==> src/rtl/qpp_pkg.sv <==
// -----------------------------------------------------------------------------
// qpp_pkg
// Shared definitions for the QPP interleaver index generator:
//   - qpp_state_e : controller state encoding (IDLE / INIT / RUN)
//   - cfg_chk_e   : result code of the configuration validation
// -----------------------------------------------------------------------------
package qpp_pkg;

  // Controller states. Encoding is fixed so the debug state output is stable
  // across builds and easy to decode in waveforms.
  typedef enum logic [1:0] {
    ST_IDLE = 2'd0,
    ST_INIT = 2'd1,
    ST_RUN  = 2'd2
  } qpp_state_e;

  // Configuration validation result. Anything other than CFG_OK rejects the
  // cfg beat and raises the one-cycle error pulse.
  typedef enum logic [2:0] {
    CFG_OK            = 3'd0,
    CFG_ERR_K_ZERO    = 3'd1,
    CFG_ERR_F1_RANGE  = 3'd2,
    CFG_ERR_F2_RANGE  = 3'd3,
    CFG_ERR_NBLK_ZERO = 3'd4
  } cfg_chk_e;

endpackage : qpp_pkg

==> src/rtl/qpp_index_gen_mod_add.sv <==
// -----------------------------------------------------------------------------
// mod_add
// Combinational modular adder: sum_o = (a_i + b_i) mod k_i.
// Both operands must already be reduced (a_i < k_i, b_i < k_i), so a single
// conditional subtraction is enough. The sum is formed one bit wider than the
// operands so that K close to 2^DATA_WIDTH cannot overflow.
//
// Ports:
//   a_i   [DATA_WIDTH-1:0]  first operand  (< k_i)
//   b_i   [DATA_WIDTH-1:0]  second operand (< k_i)
//   k_i   [DATA_WIDTH-1:0]  modulus
//   sum_o [DATA_WIDTH-1:0]  (a_i + b_i) mod k_i
// -----------------------------------------------------------------------------
module mod_add #(
  parameter int DATA_WIDTH = 32
) (
  input  logic [DATA_WIDTH-1:0] a_i,
  input  logic [DATA_WIDTH-1:0] b_i,
  input  logic [DATA_WIDTH-1:0] k_i,
  output logic [DATA_WIDTH-1:0] sum_o
);

  logic [DATA_WIDTH:0] sum_full;
  logic [DATA_WIDTH:0] sum_red;
  logic [DATA_WIDTH:0] k_ext;

  assign k_ext    = {1'b0, k_i};
  assign sum_full = {1'b0, a_i} + {1'b0, b_i};
  assign sum_red  = sum_full - k_ext;
  assign sum_o    = (sum_full >= k_ext) ? sum_red[DATA_WIDTH-1:0]
                                        : sum_full[DATA_WIDTH-1:0];

endmodule : mod_add

==> src/rtl/qpp_index_gen.sv <==
// -----------------------------------------------------------------------------
// qpp_index_gen
// Successor QPP interleaver index generator: emits ind(i) = (f1*i + f2*i^2)
// mod K for i = 0..K-1, repeated nblk times, one index per clock on an
// AXI-Stream master. The quadratic is evaluated recursively:
//   pi(i+1) = pi(i) + g(i)        (mod K)
//   g(i+1)  = g(i)  + 2*f2        (mod K),  g(0) = f1 + f2 (mod K)
// so only modular adders are needed.
//
// Handshake semantics (both streams): a beat transfers on a rising aclk edge
// where tvalid and tready are both high. Once the master raises tvalid it
// keeps tvalid and all payload fields stable until the transfer happens;
// tvalid never depends combinationally on tready.
//
// Ports:
//   aclk, aresetn         clock, asynchronous active-low reset
//   s_axis_cfg_*          cfg slave stream (f1, f2, K, nblk); ready in IDLE
//   i_abort               synchronous abort, forces IDLE on the next edge
//   m_axis_ind_tdata      interleaved index ind(i)
//   m_axis_ind_tid        natural index i
//   m_axis_ind_tuser      start of block (i == 0)
//   m_axis_ind_tlast      end of block   (i == K-1)
//   m_axis_ind_tvalid/_tready  index master stream handshake
//   o_cfg_err             one-cycle pulse when a cfg beat is rejected
//   o_busy                high while not IDLE
//   o_dbg_state           current controller state (qpp_state_e encoding)
// -----------------------------------------------------------------------------
module qpp_index_gen
  import qpp_pkg::*;
#(
  parameter int DATA_WIDTH = 32,
  parameter int CNT_WIDTH  = 16
) (
  input  logic                  aclk,
  input  logic                  aresetn,
  input  logic [DATA_WIDTH-1:0] s_axis_cfg_f1,
  input  logic [DATA_WIDTH-1:0] s_axis_cfg_f2,
  input  logic [DATA_WIDTH-1:0] s_axis_cfg_k,
  input  logic [CNT_WIDTH-1:0]  s_axis_cfg_nblk,
  input  logic                  s_axis_cfg_tvalid,
  output logic                  s_axis_cfg_tready,
  input  logic                  i_abort,
  output logic [DATA_WIDTH-1:0] m_axis_ind_tdata,
  output logic [DATA_WIDTH-1:0] m_axis_ind_tid,
  output logic                  m_axis_ind_tuser,
  output logic                  m_axis_ind_tlast,
  output logic                  m_axis_ind_tvalid,
  input  logic                  m_axis_ind_tready,
  output logic                  o_cfg_err,
  output logic                  o_busy,
  output logic [1:0]            o_dbg_state
);

  localparam logic [DATA_WIDTH-1:0] ONE_D = {{(DATA_WIDTH-1){1'b0}}, 1'b1};
  localparam logic [CNT_WIDTH-1:0]  ONE_C = {{(CNT_WIDTH-1){1'b0}}, 1'b1};

  qpp_state_e state_q, state_d;

  logic [DATA_WIDTH-1:0] f1_q,   f1_d;
  logic [DATA_WIDTH-1:0] f2_q,   f2_d;
  logic [DATA_WIDTH-1:0] k_q,    k_d;
  logic [CNT_WIDTH-1:0]  nblk_q, nblk_d;
  logic [DATA_WIDTH-1:0] pi_q,   pi_d;
  logic [DATA_WIDTH-1:0] g_q,    g_d;
  logic [DATA_WIDTH-1:0] step_q, step_d;
  logic [DATA_WIDTH-1:0] i_q,    i_d;
  logic [CNT_WIDTH-1:0]  blk_q,  blk_d;
  logic                  cfg_err_q, cfg_err_d;
  logic                  cfg_rdy_q, cfg_rdy_d;

  cfg_chk_e              cfg_chk;
  logic                  cfg_fire;
  logic                  ind_fire;
  logic                  last_idx;
  logic                  last_blk;

  logic [DATA_WIDTH-1:0] pi_sum;
  logic [DATA_WIDTH-1:0] g_sum;
  logic [DATA_WIDTH-1:0] g0_sum;
  logic [DATA_WIDTH-1:0] g_add_a;
  logic [DATA_WIDTH-1:0] g_add_b;

  // ---------------------------------------------------------------------------
  // Modular adders
  // ---------------------------------------------------------------------------
  // pi + g : next interleaved index.
  mod_add #(.DATA_WIDTH(DATA_WIDTH)) u_add_pi (
    .a_i   (pi_q),
    .b_i   (g_q),
    .k_i   (k_q),
    .sum_o (pi_sum)
  );

  // g + step in RUN. The g adder is otherwise idle during INIT, so it is
  // borrowed there to compute step = (f2 + f2) mod K.
  assign g_add_a = (state_q == ST_INIT) ? f2_q : g_q;
  assign g_add_b = (state_q == ST_INIT) ? f2_q : step_q;

  mod_add #(.DATA_WIDTH(DATA_WIDTH)) u_add_g (
    .a_i   (g_add_a),
    .b_i   (g_add_b),
    .k_i   (k_q),
    .sum_o (g_sum)
  );

  // (f1 + f2) mod K : initial g, used in INIT and on every block restart.
  mod_add #(.DATA_WIDTH(DATA_WIDTH)) u_add_init (
    .a_i   (f1_q),
    .b_i   (f2_q),
    .k_i   (k_q),
    .sum_o (g0_sum)
  );

  // ---------------------------------------------------------------------------
  // Cfg validation on the incoming (not yet latched) beat
  // ---------------------------------------------------------------------------
  always_comb begin
    cfg_chk = CFG_OK;
    if (s_axis_cfg_k == '0) begin
      cfg_chk = CFG_ERR_K_ZERO;
    end else if (s_axis_cfg_f1 >= s_axis_cfg_k) begin
      cfg_chk = CFG_ERR_F1_RANGE;
    end else if (s_axis_cfg_f2 >= s_axis_cfg_k) begin
      cfg_chk = CFG_ERR_F2_RANGE;
    end else if (s_axis_cfg_nblk == '0) begin
      cfg_chk = CFG_ERR_NBLK_ZERO;
    end
  end

  // Abort masks tready so an abort cycle can never complete a cfg handshake.
  assign s_axis_cfg_tready = cfg_rdy_q & ~i_abort;
  assign cfg_fire          = s_axis_cfg_tvalid & s_axis_cfg_tready;
  assign ind_fire          = (state_q == ST_RUN) & m_axis_ind_tready;
  assign last_idx          = (i_q == (k_q - ONE_D));
  assign last_blk          = (blk_q == (nblk_q - ONE_C));

  // ---------------------------------------------------------------------------
  // Next-state logic
  // ---------------------------------------------------------------------------
  always_comb begin
    state_d   = state_q;
    f1_d      = f1_q;
    f2_d      = f2_q;
    k_d       = k_q;
    nblk_d    = nblk_q;
    pi_d      = pi_q;
    g_d       = g_q;
    step_d    = step_q;
    i_d       = i_q;
    blk_d     = blk_q;
    cfg_err_d = 1'b0;

    if (i_abort) begin
      state_d = ST_IDLE;
    end else begin
      unique case (state_q)
        ST_IDLE: begin
          if (cfg_fire) begin
            f1_d   = s_axis_cfg_f1;
            f2_d   = s_axis_cfg_f2;
            k_d    = s_axis_cfg_k;
            nblk_d = s_axis_cfg_nblk;
            if (cfg_chk != CFG_OK) begin
              cfg_err_d = 1'b1;
            end else begin
              state_d = ST_INIT;
            end
          end
        end

        ST_INIT: begin
          g_d     = g0_sum;
          step_d  = g_sum;
          pi_d    = '0;
          i_d     = '0;
          blk_d   = '0;
          state_d = ST_RUN;
        end

        ST_RUN: begin
          if (ind_fire) begin
            if (!last_idx) begin
              pi_d = pi_sum;
              g_d  = g_sum;
              i_d  = i_q + ONE_D;
            end else if (!last_blk) begin
              // Restart the recursion in place so the next block follows
              // without an idle cycle.
              blk_d = blk_q + ONE_C;
              pi_d  = '0;
              i_d   = '0;
              g_d   = g0_sum;
            end else begin
              state_d = ST_IDLE;
            end
          end
        end

        default: begin
          state_d = ST_IDLE;
        end
      endcase
    end
  end

  // Registered so tready stays low while reset is asserted and rises on the
  // first edge after release.
  assign cfg_rdy_d = (state_d == ST_IDLE);

  // ---------------------------------------------------------------------------
  // State registers
  // ---------------------------------------------------------------------------
  always_ff @(posedge aclk or negedge aresetn) begin
    if (!aresetn) begin
      state_q   <= ST_IDLE;
      f1_q      <= '0;
      f2_q      <= '0;
      k_q       <= '0;
      nblk_q    <= '0;
      pi_q      <= '0;
      g_q       <= '0;
      step_q    <= '0;
      i_q       <= '0;
      blk_q     <= '0;
      cfg_err_q <= 1'b0;
      cfg_rdy_q <= 1'b0;
    end else begin
      state_q   <= state_d;
      f1_q      <= f1_d;
      f2_q      <= f2_d;
      k_q       <= k_d;
      nblk_q    <= nblk_d;
      pi_q      <= pi_d;
      g_q       <= g_d;
      step_q    <= step_d;
      i_q       <= i_d;
      blk_q     <= blk_d;
      cfg_err_q <= cfg_err_d;
      cfg_rdy_q <= cfg_rdy_d;
    end
  end

  // ---------------------------------------------------------------------------
  // Outputs: payload comes straight from registers, so it is stable for as
  // long as the beat is stalled.
  // ---------------------------------------------------------------------------
  assign m_axis_ind_tvalid = (state_q == ST_RUN);
  assign m_axis_ind_tdata  = pi_q;
  assign m_axis_ind_tid    = i_q;
  assign m_axis_ind_tuser  = (state_q == ST_RUN) & (i_q == '0);
  assign m_axis_ind_tlast  = (state_q == ST_RUN) & last_idx;
  assign o_cfg_err         = cfg_err_q;
  assign o_busy            = (state_q != ST_IDLE);
  assign o_dbg_state       = state_q;

endmodule : qpp_index_gen

==> config.mk <==
export PLATFORM = sky130hd
export DESIGN_NAME = qpp_index_gen
export DESIGN_NICKNAME = d
export VERILOG_FILES = /design/src/rtl/qpp_pkg.sv /design/src/rtl/qpp_index_gen_mod_add.sv /design/src/rtl/qpp_index_gen.sv
export SDC_FILE = /design/constraint.sdc
export NUM_CORES = 1
export LEC_CHECK = 0
export ABC_CLOCK_PERIOD_IN_PS = 14600
export BUFFER_PORTS_ARGS = -buffer_cell sky130_fd_sc_hd__clkbuf_2
export CORE_UTILIZATION = 45
export CTS_CLUSTER_DIAMETER = 30
export DETAILED_ROUTE_END_ITERATION = 8
export PLACE_DENSITY_LB_ADDON = 0.12
export SETUP_SLACK_MARGIN = 0.5
export SYNTH_ARGS = -nofsm -noshare
export SYNTH_HDL_FRONTEND = slang
export SYNTH_HIERARCHICAL = 1
export SYNTH_SLANG_ARGS = --single-unit
==> constraint.sdc <==
create_clock -name aclk -period 14.6 [get_ports aclk]
set_input_delay 4.38 -clock aclk [delete_from_list [all_inputs] [get_ports aclk]]
set_output_delay 4.38 -clock aclk [all_outputs]
set_load 0.01 [all_outputs]
---- After elaboration in Yosys (flattened, before gate mapping) ----
Cells that the tools add are included.
storage, ports and cells
  output and inout bits ................... 72
  bits in latches ......................... 0
  flip-flop bits (word level) ............. 260
  bits in writable memories ............... 0
  ROM bits ................................ 0
  memories kept ........................... 0
  word-level logic and storage cells ...... 88
cells by class
  order comparisons ....................... 5
  div/mod/pow operators ................... 0
  $mul .................................... 0
  reductions and logical operators ........ 12
  muxes and demuxes ....................... 35
  bitwise gates (word level) .............. 6
  shift-type cells ........................ 0
  add/subtract/negate cells ............... 10
  eq/ne operators ......................... 8
operators with widths
  operator                                                               count
  32-bit 2-to-1 mux                                                      13
  32-bit one-hot mux with 2 select lines                                 3
  32-bit by 32-bit adder with 33-bit output                              3
  33-bit by 32-bit >= comparator with 1-bit output                       3
  32-bit subtractor                                                      3
  32-bit >= comparator                                                   2
  32-bit zero test                                                       2
  16-bit 2-to-1 mux                                                      3
  32-bit by 1-bit adder with 32-bit output (second input constant)       1
  32-bit == test                                                         1
  16-bit one-hot mux with 2 select lines                                 1
  32-bit by 1-bit subtractor with 32-bit output (second input constant)  1
  16-bit by 1-bit adder with 16-bit output (second input constant)       1
  16-bit == test                                                         1
  16-bit zero test                                                       1
  16-bit by 1-bit subtractor with 16-bit output (second input constant)  1
  2-bit 2-to-1 mux                                                       6
  3-bit 2-to-1 mux                                                       4
  2-bit one-hot mux with 3 select lines                                  1
  1-bit AND                                                              5
  5-bit AND reduction                                                    1
  2-bit zero test                                                        2
  1-bit 2-to-1 mux                                                       4
  2-bit by 1-bit != test with 1-bit output (second input constant)       2
  other kinds (10)                                                       11

---- Depth between registers and ports, before layout ----
  word-level depth ........................ 11
  gate-level depth with buffers ........... 30

---- Modules after synthesis ----
The synthesis kept the hierarchy.
by module, submodules not included
  module                    times used  cells each  area an instance (um2)
  qpp_index_gen             1           1766        14994.4
  mod_add (u_add_init ...)  2           595         4136.5
  mod_add (u_add_g)         1           538         3752.3

---- Least setup slack after synthesis ----
OpenSTA, ideal clock, no wires.
  path type ............................... input-to-output
  start ................................... input i_abort
  end ..................................... output s_axis_cfg_tready
  stages .................................. 1
  buffers on the path ..................... 0
  slack ................................... 5.580 ns
  arrival ................................. 4.640 ns
  path through ............................ nor2b_1
between the ends
  cells in the longest elaborated chain, start to end .. 2
ends and longest elaborated chain
  what                             RTL line              RTL
  from (decl)                      qpp_index_gen.sv:42   input logic i_abort,
  1-bit inverter (no source line)  -
  1-bit AND                        qpp_index_gen.sv:131  assign s_axis_cfg_tready = cfg_rdy_q & ~i_abort;
  to (decl)                        qpp_index_gen.sv:41   output logic s_axis_cfg_tready,
Every way passes these cells.

---- Final worst setup path ----
Same ends and word-level chain as after synthesis.

==> impl_metrics.py <==
metrics = {
    "global_route": {
        "antenna_found_initial": 1,
        "grt_usage_pct": 30.1,
        "grt_overflow": 0,
        "first_global_vias": 25332,
        "grt_pass1_wl_mm": 142,
        "grt_start_max_net_pins": 99,
    },
    "synthesis": {
        "yosysMostFrequentCell": "nand2_1",
        "syn_avg_cell_area_sq_um": 7.73,
        "synth_area_sq_um": 27000,
        "ys_seq_area_share_pct": 24.1,
        "async_flop_share_pct": 100,
        "synthesis.nets": 3882,
        "synth_flop_cell": "dfrtp_1",
        "yosysWarnings": 6,
        "synthDistinctLibCells": 100,
        "synth_edf_count": 0,
        "synthCells": 3494,
        "ys_seq_elements": 260,
        "synthTopCellsByCount": "nand2_1, ha_1, dfrtp_1",
        "synth_top_area_share_pct": 24.1,
        "synth_top_area_cell": "dfrtp_1",
        "synth.area.top_cells": "dfrtp_1, ha_1, nand2_1, xnor2_1, o21ai_0",
    },
    "placement": {
        "gp_congestion": 0.919,
        "preCtsSetupSlack_ns": 5.17,
        "place_inst": 4333,
        "io_buffers": 188,
        "hpwlAfterDp_mm": 72.1,
    },
    "die": {
        "rows": 89,
        "io_pins": 189,
        "die_x_um": 247,
        "die_area_sq_um": 61000,
        "die_h_um": 247,
        "initial_core_util_pct": 45.7,
        "core_sq_um": 59100,
    },
    "critical_path": {
        "end_kind": "output pin",
        "crit_arrival_ns": 5.05,
        "cp_max_fo": 7,
        "required_ns": 10.22,
        "startpoint_type": "input pin",
        "crit_type": "input pin to output pin",
    },
    "routing": {
        "wl_mm": 92.8,
        "post_drt_wl_per_cell_um": 20.7,
        "antenna_left": 0,
        "viasPerCell": 5.93,
        "firstDrtPassIters": 7,
        "vias": 26560,
        "drtIter0Drc": 2259,
        "drc": 10,
    },
    "timing": {
        "worstMarginPinSlew_ns": 1.07,
        "period_needed_ns": 9.43,
        "fin_setup_tns_ns": 0,
        "slew_headroom_pct": 28.6,
        "max_freq_mhz": 106,
        "setup_slack_ns": 5.17,
        "drv_slew": 0,
        "skew_ns": 0.0189,
        "rsz0062_at_grt": "false",
        "finalHoldViolCount": 0,
        "setup-violations-final": 0,
        "period_share_pct": 64.6,
    },
    "clock_tree": {
        "cts_root_buf": "clkbuf_16",
        "postCtsResizedCells": 0,
        "cts_tree": "done",
        "postCtsSetupBuffers": 0,
        "cts_buffer_depth": 3,
        "clock-sinks": 260,
        "h-tree-depth": 3,
        "worst_skew_pair.late_latency_ns": 0.63,
        "cts_hold_buf": 0,
        "cts_buffers": 82,
        "clk_pin_slew_ns": 0.04,
    },
    "power": {
        "leakage_nw": 15.1,
        "powerDensity_nw_per_um2": 299,
        "ir_drop_v": 0.000223,
    },
    "run_status": {
        "violations": "design-rule violations",
        "status": "complete, but fails checks",
    },
    "layout": {
        "fill_cells": 5606,
        "drive_above_1_share_pct": 13.1,
        "n_antenna_cell": 0,
        "final_cells": 4478,
        "multiInputGateArea_sq_um": 19000,
        "nets": 4032,
        "seq_area_sq_um": 6510,
        "syn_to_final_growth_pct": 16.5,
    },
    "job": {
        "drv_cap": 0,
    },
    "hold_path": {
        "hp-class": "flop to flop",
    },
}
## sequential cells by signal, summed over array words and instances, names as in the netlist
name              flops
f1_q                 32
f2_q                 32
g_q                  32
k_q                  32
m_axis_ind_tdata     32
m_axis_ind_tid       32
step_q               32
blk_q                16
nblk_q               16
o_dbg_state           2
cfg_rdy_q             1
o_cfg_err             1
## worst paths after layout
| check | cells after the start | slack (ns) | to | startpoint |
|---|---|---|---|---|
| max | 3 | 5.17 | s_axis_cfg_tready | i_abort |
| min | 2 | 0.48 | f1_q[5]$_DFFE_PN0P_ | f1_q[5]$_DFFE_PN0P_ |
| max reg2reg | 26 | 6.73 | g_q[9]$_DFFE_PN0P_ | o_dbg_state[1]$_DFF_PN0_ |
| min reg2reg | 2 | 0.48 | f1_q[5]$_DFFE_PN0P_ | f1_q[5]$_DFFE_PN0P_ |
| max in group asynchronous | 2 | 9.53 | g_q[30]$_DFFE_PN0P_ | aresetn |
| min in group asynchronous | 1 | 3.69 | blk_q[11]$_DFFE_PN0P_ | aresetn |
## cells in the final DEF (no fill, tap or decap), types with 44 or more instances in the layout
cell type    n
a21oi_1    201
clkbuf_16   83
ha_1       264
nor4_1      48
nand3_1     99
o21ai_0    243
dfrtp_1    260
inv_1      257
mux2_2      44
a21o_1      92
nand4_1     75
xor2_1      87
mux2_1      61
nor2_1     212
xnor2_1    156
nor3_1      75
nand2_1    585
clkbuf_2   187
## per-stage QoR
step                total power, mW  util (%)  hold slack (ns)  instance area [sq um]
detailed placement             7.38      48.3            0.474                  28600
global route                   10.1      53.2            0.506                  31500
global placement               7.30      48.3            0.472                  28600
CTS                            9.33      53.2            0.487                  31500
finish                         9.43      53.2            0.481                  31500
floorplan                      5.86         -            0.452                  27000
## power by group
group / leakage (nW) / switching [mW] / total, mW / internal (mW)
sequential: 3.36 / 0.241 / 1.13 / 0.893
combinational: 10.3 / 3.83 / 6.42 / 2.59
clock: 1.44 / 0.530 / 1.87 / 1.34
total: 15.1 / 4.60 / 9.43 / 4.83
## layout make-up
class                           count  share of cell area, %
Inverter                          257                   3.06
Tap cell                          773                   3.07
Clock inverter                     35                   1.94
Sequential cell                   260                   20.7
Timing Repair Buffer              214                   3.64
Multi-Input combinational cell   2829                   60.3
Clock buffer                      110                   7.33
## cell families (layout without fill, tap and decap cells)
family,Yosys count,count (layout),share of synthesized area (%)
AO/OA/AOI/OAI,883,883,21.4
XOR/XNOR,243,243,7.88
adder cells (fa/ha/maj),271,271,12.7
buffers and inverters,405,616,5.90
flip-flops,260,260,24.1
multiplexers,142,142,5.78
AND/OR/NAND/NOR,1290,1290,22.2
## critical path, cell delays in order
cell	delay (ns)
clkbuf_2	0.13
nor2b_1	0.33
clkbuf_2	0.21
## layer usage
layer	up-vias	track usage (%)	part of all wire, %
met5	-	0	0.015
met4	2	12.3	3.8
met3	175	3.81	5.9
met2	905	46.6	44
met1	12712	42.1	47
li1	12766	-	-
Note: power is estimated with default switching activity, not from simulation.
